===== config.mk =====
export PLATFORM = sky130hd
export DESIGN_NAME = cb_arbiter_flat
export DESIGN_NICKNAME = d
export VERILOG_FILES = /design/src/rtl/cb_arbiter_pkg.sv /design/src/rtl/cb_arbiter_if.sv /design/src/rtl/cb_arbiter_rr_arb.sv /design/src/rtl/cb_arbiter.sv /design/src/flat_wrapper.sv
export SDC_FILE = /design/constraint.sdc
export NUM_CORES = 1
export LEC_CHECK = 0
export ABC_AREA = 1
export CORE_MARGIN = 5
export CORE_UTILIZATION = 51
export DETAILED_ROUTE_END_ITERATION = 10
export PLACE_DENSITY = 0.81
export REMOVE_ABC_BUFFERS = 1
export SLEW_MARGIN = 25
export SYNTH_ARGS = -nofsm -noshare
export SYNTH_HDL_FRONTEND = slang
export SYNTH_SLANG_ARGS = --single-unit

===== constraint.sdc =====
create_clock -name clk -period 1.9 [get_ports clk]
set_input_delay 0.38 -clock clk [delete_from_list [all_inputs] [get_ports clk]]
set_output_delay 0.38 -clock clk [all_outputs]
set_load 0.03 [all_outputs]

===== src/rtl/cb_arbiter_pkg.sv =====
// Shared crossbar definitions: sizes, flit encoding, and decode/arbitration helpers.
package cb_arbiter_pkg;

    localparam int NPORT = 4;
    localparam int PKTW  = 10;
    localparam int DSTW  = 2;
    localparam int PTRW  = $clog2(NPORT);

    localparam logic [1:0] FT_IDLE = 2'b00;
    localparam logic [1:0] FT_HEAD = 2'b10;
    localparam logic [1:0] FT_BODY = 2'b01;
    localparam logic [1:0] FT_TAIL = 2'b11;

    typedef logic [PKTW-1:0]  flit_t;
    typedef logic [NPORT-1:0] vec_t;

    typedef enum logic {
        ST_IDLE = 1'b0,
        ST_BUSY = 1'b1
    } arb_state_e;

    function automatic logic [1:0] ftype_of(flit_t f);
        return f[PKTW-1:PKTW-2];
    endfunction

    // Only the low DSTW payload bits route; the rest of the payload is ignored.
    function automatic logic [DSTW-1:0] dst_of(flit_t f);
        return f[DSTW-1:0];
    endfunction

    // Round-robin search: first set request strictly after ptr, wrapping.
    // Returns {found, index}.
    function automatic logic [PTRW:0] rr_pick(vec_t req, logic [PTRW-1:0] ptr);
        int              c;
        logic            found;
        logic [PTRW-1:0] idx;
        found = 1'b0;
        idx   = ptr;
        for (int k = 1; k <= NPORT; k++) begin
            c = (int'(ptr) + k) % NPORT;
            if (!found && req[c[PTRW-1:0]]) begin
                found = 1'b1;
                idx   = c[PTRW-1:0];
            end
        end
        return {found, idx};
    endfunction

endpackage


===== src/rtl/cb_arbiter_if.sv =====
// Flit observation and grant bus between the crossbar inputs and the arbiter.
interface cb_arbiter_if;
    import cb_arbiter_pkg::*;

    flit_t co0;
    flit_t co1;
    flit_t co2;
    flit_t co3;
    vec_t  ack0;
    vec_t  ack1;
    vec_t  ack2;
    vec_t  ack3;
    vec_t  busy;

    modport master (
        output co0, co1, co2, co3,
        input  ack0, ack1, ack2, ack3, busy
    );

    modport slave (
        input  co0, co1, co2, co3,
        output ack0, ack1, ack2, ack3, busy
    );

endinterface


===== src/rtl/cb_arbiter_rr_arb.sv =====
// Per-output round-robin arbiter that holds its grant from header to tail.
module cb_arbiter_rr_arb
    import cb_arbiter_pkg::*;
(
    input  logic clk_i,
    input  logic rst_ni,
    input  vec_t req_i,
    input  vec_t tail_i,
    output vec_t grant_o,
    output logic busy_o
);

    arb_state_e      state_q, state_d;
    vec_t            grant_q, grant_d;
    logic [PTRW-1:0] ptr_q,   ptr_d;
    logic [PTRW:0]   pick;

    // State, grant and priority pointer; reset restores input 0 as first choice.
    always_ff @(posedge clk_i or negedge rst_ni) begin
        if (!rst_ni) begin
            state_q <= ST_IDLE;
            grant_q <= '0;
            ptr_q   <= PTRW'(NPORT - 1);
        end else begin
            state_q <= state_d;
            grant_q <= grant_d;
            ptr_q   <= ptr_d;
        end
    end

    // Grant a waiting header when idle; release only on a tail from the owner.
    always_comb begin
        state_d = state_q;
        grant_d = grant_q;
        ptr_d   = ptr_q;
        pick    = rr_pick(req_i, ptr_q);
        case (state_q)
            ST_IDLE: begin
                if (pick[PTRW]) begin
                    grant_d = vec_t'(1) << pick[PTRW-1:0];
                    ptr_d   = pick[PTRW-1:0];
                    state_d = ST_BUSY;
                end
            end
            ST_BUSY: begin
                if (|(grant_q & tail_i)) begin
                    grant_d = '0;
                    state_d = ST_IDLE;
                end
            end
        endcase
    end

    assign grant_o = grant_q;
    assign busy_o  = |grant_q;

endmodule


===== src/rtl/cb_arbiter.sv =====
// Output-side scheduler for the 4x4 crossbar: decodes header requests per
// output, masks inputs already owning an output, and runs one arbiter per output.
module cb_arbiter
    import cb_arbiter_pkg::*;
(
    input  logic clk,
    input  logic rst_n,
    cb_arbiter_if.slave bus
);

    flit_t flit  [NPORT];
    vec_t  req   [NPORT];
    vec_t  grant [NPORT];
    vec_t  tail;
    vec_t  granted_any;
    vec_t  busy;

    assign flit[0] = bus.co0;
    assign flit[1] = bus.co1;
    assign flit[2] = bus.co2;
    assign flit[3] = bus.co3;

    // Inputs that currently own some output; they may not request another.
    always_comb begin
        granted_any = '0;
        for (int j = 0; j < NPORT; j++) begin
            granted_any = granted_any | grant[j];
        end
    end

    // Header requests per output and tail detection per input.
    always_comb begin
        tail = '0;
        for (int j = 0; j < NPORT; j++) begin
            req[j] = '0;
        end
        for (int i = 0; i < NPORT; i++) begin
            tail[i] = (ftype_of(flit[i]) == FT_TAIL);
            for (int j = 0; j < NPORT; j++) begin
                req[j][i] = (ftype_of(flit[i]) == FT_HEAD) &&
                            (dst_of(flit[i]) == DSTW'(j)) &&
                            !granted_any[i];
            end
        end
    end

    for (genvar j = 0; j < NPORT; j++) begin : g_out
        cb_arbiter_rr_arb u_arb (
            .clk_i   (clk),
            .rst_ni  (rst_n),
            .req_i   (req[j]),
            .tail_i  (tail),
            .grant_o (grant[j]),
            .busy_o  (busy[j])
        );
    end

    assign bus.ack0 = grant[0];
    assign bus.ack1 = grant[1];
    assign bus.ack2 = grant[2];
    assign bus.ack3 = grant[3];
    assign bus.busy = busy;

endmodule

===== src/flat_wrapper.sv =====
// flat-port wrapper written by rule: the top's interface ports become plain ports
module cb_arbiter_flat import cb_arbiter_pkg::*;
  (clk, rst_n, bus_co0, bus_co1, bus_co2, bus_co3, bus_ack0, bus_ack1, bus_ack2, bus_ack3, bus_busy);
  cb_arbiter_if bus_i ();
  input  logic clk;
  input  logic rst_n;
  input wire logic [$bits(bus_i.co0)-1:0] bus_co0;
  input wire logic [$bits(bus_i.co1)-1:0] bus_co1;
  input wire logic [$bits(bus_i.co2)-1:0] bus_co2;
  input wire logic [$bits(bus_i.co3)-1:0] bus_co3;
  output wire logic [$bits(bus_i.ack0)-1:0] bus_ack0;
  output wire logic [$bits(bus_i.ack1)-1:0] bus_ack1;
  output wire logic [$bits(bus_i.ack2)-1:0] bus_ack2;
  output wire logic [$bits(bus_i.ack3)-1:0] bus_ack3;
  output wire logic [$bits(bus_i.busy)-1:0] bus_busy;
  assign bus_i.co0 = bus_co0;
  assign bus_i.co1 = bus_co1;
  assign bus_i.co2 = bus_co2;
  assign bus_i.co3 = bus_co3;
  assign bus_ack0 = bus_i.ack0;
  assign bus_ack1 = bus_i.ack1;
  assign bus_ack2 = bus_i.ack2;
  assign bus_ack3 = bus_i.ack3;
  assign bus_busy = bus_i.busy;
  cb_arbiter u_core (.clk(clk), .rst_n(rst_n), .bus(bus_i));
endmodule

Yosys cells after proc, flatten, opt, wreduce, memory -nomap -nowiden
Index checks and enable logic that the tools add are counted.
Widths: inputs -> output; s select.

storage, ports and cells
  logic and storage cells = 255
  register bits after elaboration = 28
  memory bits (writable) = 0
  bits in latches = 0
  input port bits = 42
  ROM bits = 0
  memories kept = 0
  output and inout port bits = 20

operators by class
  reductions and logical operators = 80
  equality and inequality tests = 28
  magnitude comparators = 16
  divide/modulo/power cells = 0
  bitwise gates (word level) = 11
  $add $sub $neg = 16
  mux-type cells = 88
  shift-type cells = 4
  $mul = 0

operators with widths
  cell                 number
  $lt 2x3->1 const B   16
  $logic_and 1x1->1    44
  $mux 1               40
  $bmux 1 s2           16
  $eq 2x2->1 const B   16
  $mux 2               16
  $mux 4               8
  $pmux 4 s2           4
  $reduce_or 4->1      8
  $add 2x1->2 const B  8
  $add 2x2->2 const B  8
  $and 4x4->4          4
  $logic_not 1->1      16
  $reduce_and 2->1     8
  $shl 1x2->4 const A  4
  $or 4x4->4           3
  $eq 2x1->1 const B   4
  $logic_not 2->1      4
  $ne 2x1->1 const B   4
  $ne 2x2->1 const B   4
  $pmux 1 s2           4
  $not 1->1            4

Longest topological paths before layout
  depth after elaboration = 20
  gate-level depth with buffers = 16

Hierarchy
A second synthesis with hierarchy kept.

unflattened totals
  cells, all modules = 492
  area total of the unflattened synthesis = 2,992.9 sq um

modules (own cells, without submodules)
  module             cells an instance  times used  area an instance (sq um)
  cb_arbiter_rr_arb  101                4           658.1
  cb_arbiter         88                 1           360.3

Worst setup path after synthesis
OpenSTA, ideal clock, no wires.

  path type = register to register
  from = register u_core.g_out[3].u_arb.grant_q[2]
  to = register u_core.g_out[0].u_arb.grant_q[1]
  cell stages (with the launch flop) = 15
  library setup time = 117 ps
  slack = 163 ps
  required time = 1,783 ps
  period minus slack after synthesis = 1,737 ps
  buffers on the path = 0
  data arrival time = 1,620 ps
  path through = dfrtp_1 > inv_1 > nand2_2 > nor2_4 > nand3_1 > nand2_1 > nand2_1 > nand2_2 > nand3_4 > nand2_2 > nand2_2 > inv_1 > nor2_2 > nand2_1 > nand2_1

between the ends
  longest elaborated chain between the ends = 18

RTL lines
  item                          line                     RTL
  start: declaration            cb_arbiter_rr_arb.sv:14  vec_t grant_q, grant_d;
  start signal: assignment      cb_arbiter_rr_arb.sv:26  grant_q <= grant_d;
  $or 4x4->4 (*)                cb_arbiter.sv:27         granted_any = granted_any | grant[j];
  $logic_not 1->1 (*)           cb_arbiter.sv:42         !granted_any[i];
  $logic_and 1x1->1 (*)         cb_arbiter.sv:41         (dst_of(flit[i]) == DSTW'(j)) &&
  $bmux 1 s2                    cb_arbiter_pkg.sv:41     if (!found && req[c[PTRW-1:0]]) begin
  $mux 1 (implied by the code)  cb_arbiter_pkg.sv:41
  $mux 1                        cb_arbiter_pkg.sv:41
  $logic_not 1->1               cb_arbiter_pkg.sv:41
  $logic_and 1x1->1             cb_arbiter_pkg.sv:41
  (+2 left out)                 -
  $logic_and 1x1->1             cb_arbiter_pkg.sv:41
  $mux 1                        cb_arbiter_pkg.sv:41
  $logic_not 1->1               cb_arbiter_pkg.sv:41
  $logic_and 1x1->1             cb_arbiter_pkg.sv:41
  $mux 2                        cb_arbiter_pkg.sv:41
  $shl 1x2->4                   cb_arbiter_rr_arb.sv:40  grant_d = vec_t'(1) << pick[PTRW-1:0];
  $mux 4                        cb_arbiter_rr_arb.sv:39  if (pick[PTRW]) begin
  $pmux 4 s2                    cb_arbiter_rr_arb.sv:37  case (state_q)
  end signal: assignment        cb_arbiter_rr_arb.sv:26
  end: declaration              cb_arbiter_rr_arb.sv:14

Mark *: on every way between the ends. The rest lies on a longest branch, timed or not. The select of a mux whose other input is x is not followed.
A chain may end at the register's enable or synchronous reset.

Worst setup path after layout
  from = register u_core.g_out[0].u_arb.ptr_q[0]
  to = register u_core.g_out[0].u_arb.grant_q[2]

between the ends
  longest elaborated chain between the ends = 16

RTL lines
  item                          line                     RTL
  start: declaration            cb_arbiter_rr_arb.sv:15  logic [PTRW-1:0] ptr_q, ptr_d;
  start signal: assignment      cb_arbiter_rr_arb.sv:23  ptr_q <= PTRW'(NPORT - 1);
  start signal: assignment      cb_arbiter_rr_arb.sv:27  ptr_q <= ptr_d;
  $add 2x1->2                   cb_arbiter_pkg.sv:40     c = (int'(ptr) + k) % NPORT;
  $bmux 1 s2                    cb_arbiter_pkg.sv:41
  $mux 1 (implied by the code)  cb_arbiter_pkg.sv:41
  $mux 1                        cb_arbiter_pkg.sv:41
  $logic_not 1->1               cb_arbiter_pkg.sv:41
  $logic_and 1x1->1             cb_arbiter_pkg.sv:41
  $mux 1                        cb_arbiter_pkg.sv:41
  $logic_not 1->1               cb_arbiter_pkg.sv:41
  $logic_and 1x1->1             cb_arbiter_pkg.sv:41
  $mux 1                        cb_arbiter_pkg.sv:41
  $logic_not 1->1               cb_arbiter_pkg.sv:41
  $logic_and 1x1->1             cb_arbiter_pkg.sv:41
  $mux 2                        cb_arbiter_pkg.sv:41
  $shl 1x2->4                   cb_arbiter_rr_arb.sv:40
  $mux 4                        cb_arbiter_rr_arb.sv:39
  $pmux 4 s2                    cb_arbiter_rr_arb.sv:37

Parallel ways exist; a longest one is shown, timed or not. The select of a mux whose other input is x is not followed.

==> results.md <==
- The worst slew margin relative to its limit is 0.581.
- In the global route stage, overall resource usage came out at 0.211.
- From synthesis to final layout, the design area changed by 49.3%.
- The number of placed I/O pins is 62.
- After synthesis, the largest family of logic cells by area is simple AND/OR/NAND/NOR gates.
- Of the total synthesized cell area, the portion taken by AND, OR, NAND and NOR gates is 0.545.
- In this run, CTS created clock tree buffers numbering 3.
- The clock latency of the later-clocked register in the worst-skew pair is 0.28 ns.
- Prior to clock tree synthesis, the placed netlist has a worst setup slack of -0.345 ns.
- Measured against the total synthesized area, the mux share comes to 0.
- In this run the register-to-register setup slack is -0.07 ns.
- For the final database, setup skew stands at 0.00486 ns.
- Leaving out filler cells and counting taps, the final layout contains 556.
- Of the total synthesized cell area, the portion taken by XOR and XNOR cells is 0.0190.
- The peak supply drop is 0.000858 V.
- After detailed placement, the design holds a cell count of 527.
- The initial core utilization is 0.519.
- Leaving out fill and tap cells, the most frequent cell in the layout is sky130_fd_sc_hd__nand2_1.
- The sum of buffers and inverters on the critical path is 1.
- The worst register-to-register path ends at u_core.g_out[0].u_arb.grant_o[2].
- In the layout the commonest cells are 96 x sky130_fd_sc_hd__nand2_1, 55 x sky130_fd_sc_hd__nand3_1, 43 x sky130_fd_sc_hd__nand2_2, 30 x sky130_fd_sc_hd__buf_4.
- The die area is 0.00671 mm².
- For the final routed database, the setup TNS stands at -0.398 ns.
- The proportion of power drawn by the clock network is 0.120.
- Summed over all cells, the static leakage comes to 1.98 nW.
- The number of endpoints with negative hold slack in the final report came to 0.
- The HPWL after detailed placement is 5360 µm.
- The checks that failed: negative setup slack.
- The switching fraction of total power is 0.486.
- In this design, the stage delay of the slowest critical-path cell is 0.65 ns.
- The H-tree depth reported by CTS is 1.
- The number of global-route vias before repair is 2585.
- The number of slew-limit violations in the final report was 0.
- The number of vias in the routed layout is 3256.
- After detailed routing, the number of remaining DRC violations is 0.
- After synthesis the netlist holds a flip-flop and latch count of 28.
- For the pin with the worst max-slew slack, the measured transition is 0.621 ns.
- The kind of end point of the critical path is a flop.
- The clock-pin slew reported for the worst setup and hold paths after clock tree synthesis is 0.10 ns.
- The initialized floorplan defines 26 standard-cell rows.
- Counting every sink on the clock net gives 28.
- The per-cell routed wire length is 16.7 µm.
- In this run the clock root is driven by a sky130_fd_sc_hd__clkbuf_8.
- The region available for standard cell placement spans 0.00507 mm².
- The final routed wirelength across all metal layers is 9270 µm.
- The first-pass iteration count of the detailed router is 4.
- The chip height is 81.9 µm.
- The first global-routing pass estimated 11300 µm of wire.
- Data arrives at the worst endpoint at 2.15 ns.
- The synthesized netlist cell count is 414.
- The number of vias per cell after detailed routing is 5.86.
- The critical path in this run is classified as reg2reg.
- Counting along the longest clock path gives a buffer depth of 2.
- A synthesized cell averages 6.37 µm².
- The critical path goes through clkinvlp_4 -> nand3_2 -> nand3_2 -> nand2_4 -> nand2_2 -> nor2_2 -> nand2_2 -> nand2_4 -> nor2_4 -> nand2_1 -> nand2_1.
- In the post-route analysis, the smallest setup slack over all paths is -0.0747 ns.
- For this design the ratio of total power to cell area is 722 mW/mm².
- Once layout is complete, the utilization of the core stands at 0.775.
- The synthesized-area fraction occupied by ao, oa, aoi and oai cells is 0.0631.
- The die outline width is 81.9 µm.
- The pin count of the biggest net entering global routing is 29.
- Across the run, the number of max-cap violations was 0.
- The kind of cell with the highest combined delay along the critical path is simple AND/OR/NAND/NOR gates.
- Cell internal power was estimated by the tool at 1.46 mW.
- The repair_antennas step left the layout with diodes totalling 0.
- Of the total synthesized cell area, the portion taken by full adders, half adders and majority gates is 0.
- The final critical delay including setup and external delays is 1.97 ns.
- The run finished, with violations left.
- Summed over all layers, the global routing overflow is 0.
- The design draws 2.84 mW.
- The sequential cell fraction of total power is 0.260.
- The count of unique library cells instantiated by Yosys is 31.
- Static timing analysis puts the maximum clock frequency at 506 MHz.
- The count of cells along the worst register-to-register path is 11.
- The detailed router finished its first iteration with 259 violations.
- Setup violations remaining at the end of the flow were counted as 9.
- Summed over all nets, the switching power comes to 1.38 mW.
- Along the worst path, the maximum fanout reaches 7.
- The number of nets in the finished design is 530.
- The global placer's final weighted congestion is 0.868.
- Data on the critical path is required at its endpoint by 2.08 ns.
- Setup repair after global routing could not meet its margin everywhere.
- For this run, the number of Yosys warnings is 0.
- The number of antenna violations at the first check in global routing is 0.
- The fraction of layout instances using a drive strength above 1 is 0.430.
- STA classifies the critical path startpoint as a flop.
- For this run, the register share of the synthesized area comes to 0.270.
- TritonCTS built the clock tree.
- The number of input and output port buffers inserted is 37.
- Among all stages on the critical path, the largest delay is contributed by sky130_fd_sc_hd__dfstp_2.
- The logic gate share of total power is 0.620.
- In this run the critical register-to-register path is launched from u_core.g_out[0].u_arb.ptr_q[0].
- The path class of the lowest-slack min-delay path is in2async.
- The summed instance area of the synthesized netlist is 0.00264 mm².
- The count of nets left with antenna violations once routing finished came out at 0.
- The share of the clock period used by the worst path after layout is 1.04.
## synthesized netlist by cell type (all sizes together)
master    n  share of area
nand2   154           0.25
dfrtp    20           0.19
xor2      1         0.0033
buf       9          0.025
dfstp     8          0.080
nor2b     2         0.0076
xnor2     3          0.016
o221ai    1         0.0033
nand4    11          0.026
nand3    86           0.18
o22ai     6          0.014
a21oi    10          0.022
o21ai     8          0.015
o21a      3         0.0085
nor2     36          0.079
inv      55          0.078
nand3b    1         0.0028
## repair_timing
action | in CTS | in global routing
gates cloned | 1 | 5
setup endpoints to repair | 22 | 26
setup buffers | 1 | 20
pin swaps | 7 | 57
gates resized for setup | 26 | 131
hold buffers | 0 | 0
## registers in the layout (all words and copies together), names as in the netlist
| signal | count |
|---|---|
| u_core.g_out.u_arb.ptr_q | 8 |
| u_core.g_out.u_arb.state_q | 4 |
| u_core.g_out.u_arb.grant_o | 16 |
## final cells by class
type / instances / area (µm²)
timing repair buffer: 72 / 693
tap: 70 / 87.6
clock buffer: 3 / 41.3
multi-input combinational: 328 / 2190
inverter: 55 / 214
fill: 329 / 1140
sequential: 28 / 711
## stage by stage
step	hold WS, ns	area (µm²)
CTS	0.502	3250
global route	0.512	3940
floorplan	0.0844	2570
detailed placement	0.503	3140
global placement	0.492	3140
finish	0.473	3940
## power by group through the flow
stage | Clock [mW] | Sequential [mW] | Combinational [mW]
detailed placement | 0 | 0.745 | 1.25
global placement | 0 | 0.743 | 1.22
floorplan | 0 | 0.782 | 0.863
CTS | 0.337 | 0.734 | 1.28
global route | 0.365 | 0.741 | 1.91
finish | 0.342 | 0.739 | 1.76
## kinds of logic (layout without fill, tap and decap cells)
kind of cell    after synthesis  after routing
flops                        28             28
simple gates                290            296
buf+inv                      64            130
compound gates               28             28
xor+xnor                      4              4
## how the worst max path moves through the flow
stage                                           startpoint                               end  slack, ns  cells after the start
final                       u_core.g_out[0].u_arb.ptr_q[0]  u_core.g_out[0].u_arb.grant_o[2]      -0.07                     11
after global routing        u_core.g_out[0].u_arb.ptr_q[0]  u_core.g_out[0].u_arb.grant_o[2]      -0.14                     11
after CTS                                       bus_co0[8]  u_core.g_out[3].u_arb.grant_o[1]    -0.0009                     14
after detailed placement                        bus_co3[9]  u_core.g_out[1].u_arb.grant_o[1]      -0.34                     14
after global placement                          bus_co3[9]  u_core.g_out[1].u_arb.grant_o[2]      -0.34                     14
after floorplan           u_core.g_out[3].u_arb.grant_o[2]  u_core.g_out[0].u_arb.grant_o[1]       0.16                     14
## routing by layer
metal / vias to the layer above / global-route usage / share of wire
met5: - / 0 / 0
met4: 0 / 0.0349 / 0.036
met3: 43 / 0.0307 / 0.061
met2: 187 / 0.385 / 0.51
met1: 1533 / 0.265 / 0.39
li1: 1493 / - / -
Power figures use the tool's default switching activity.
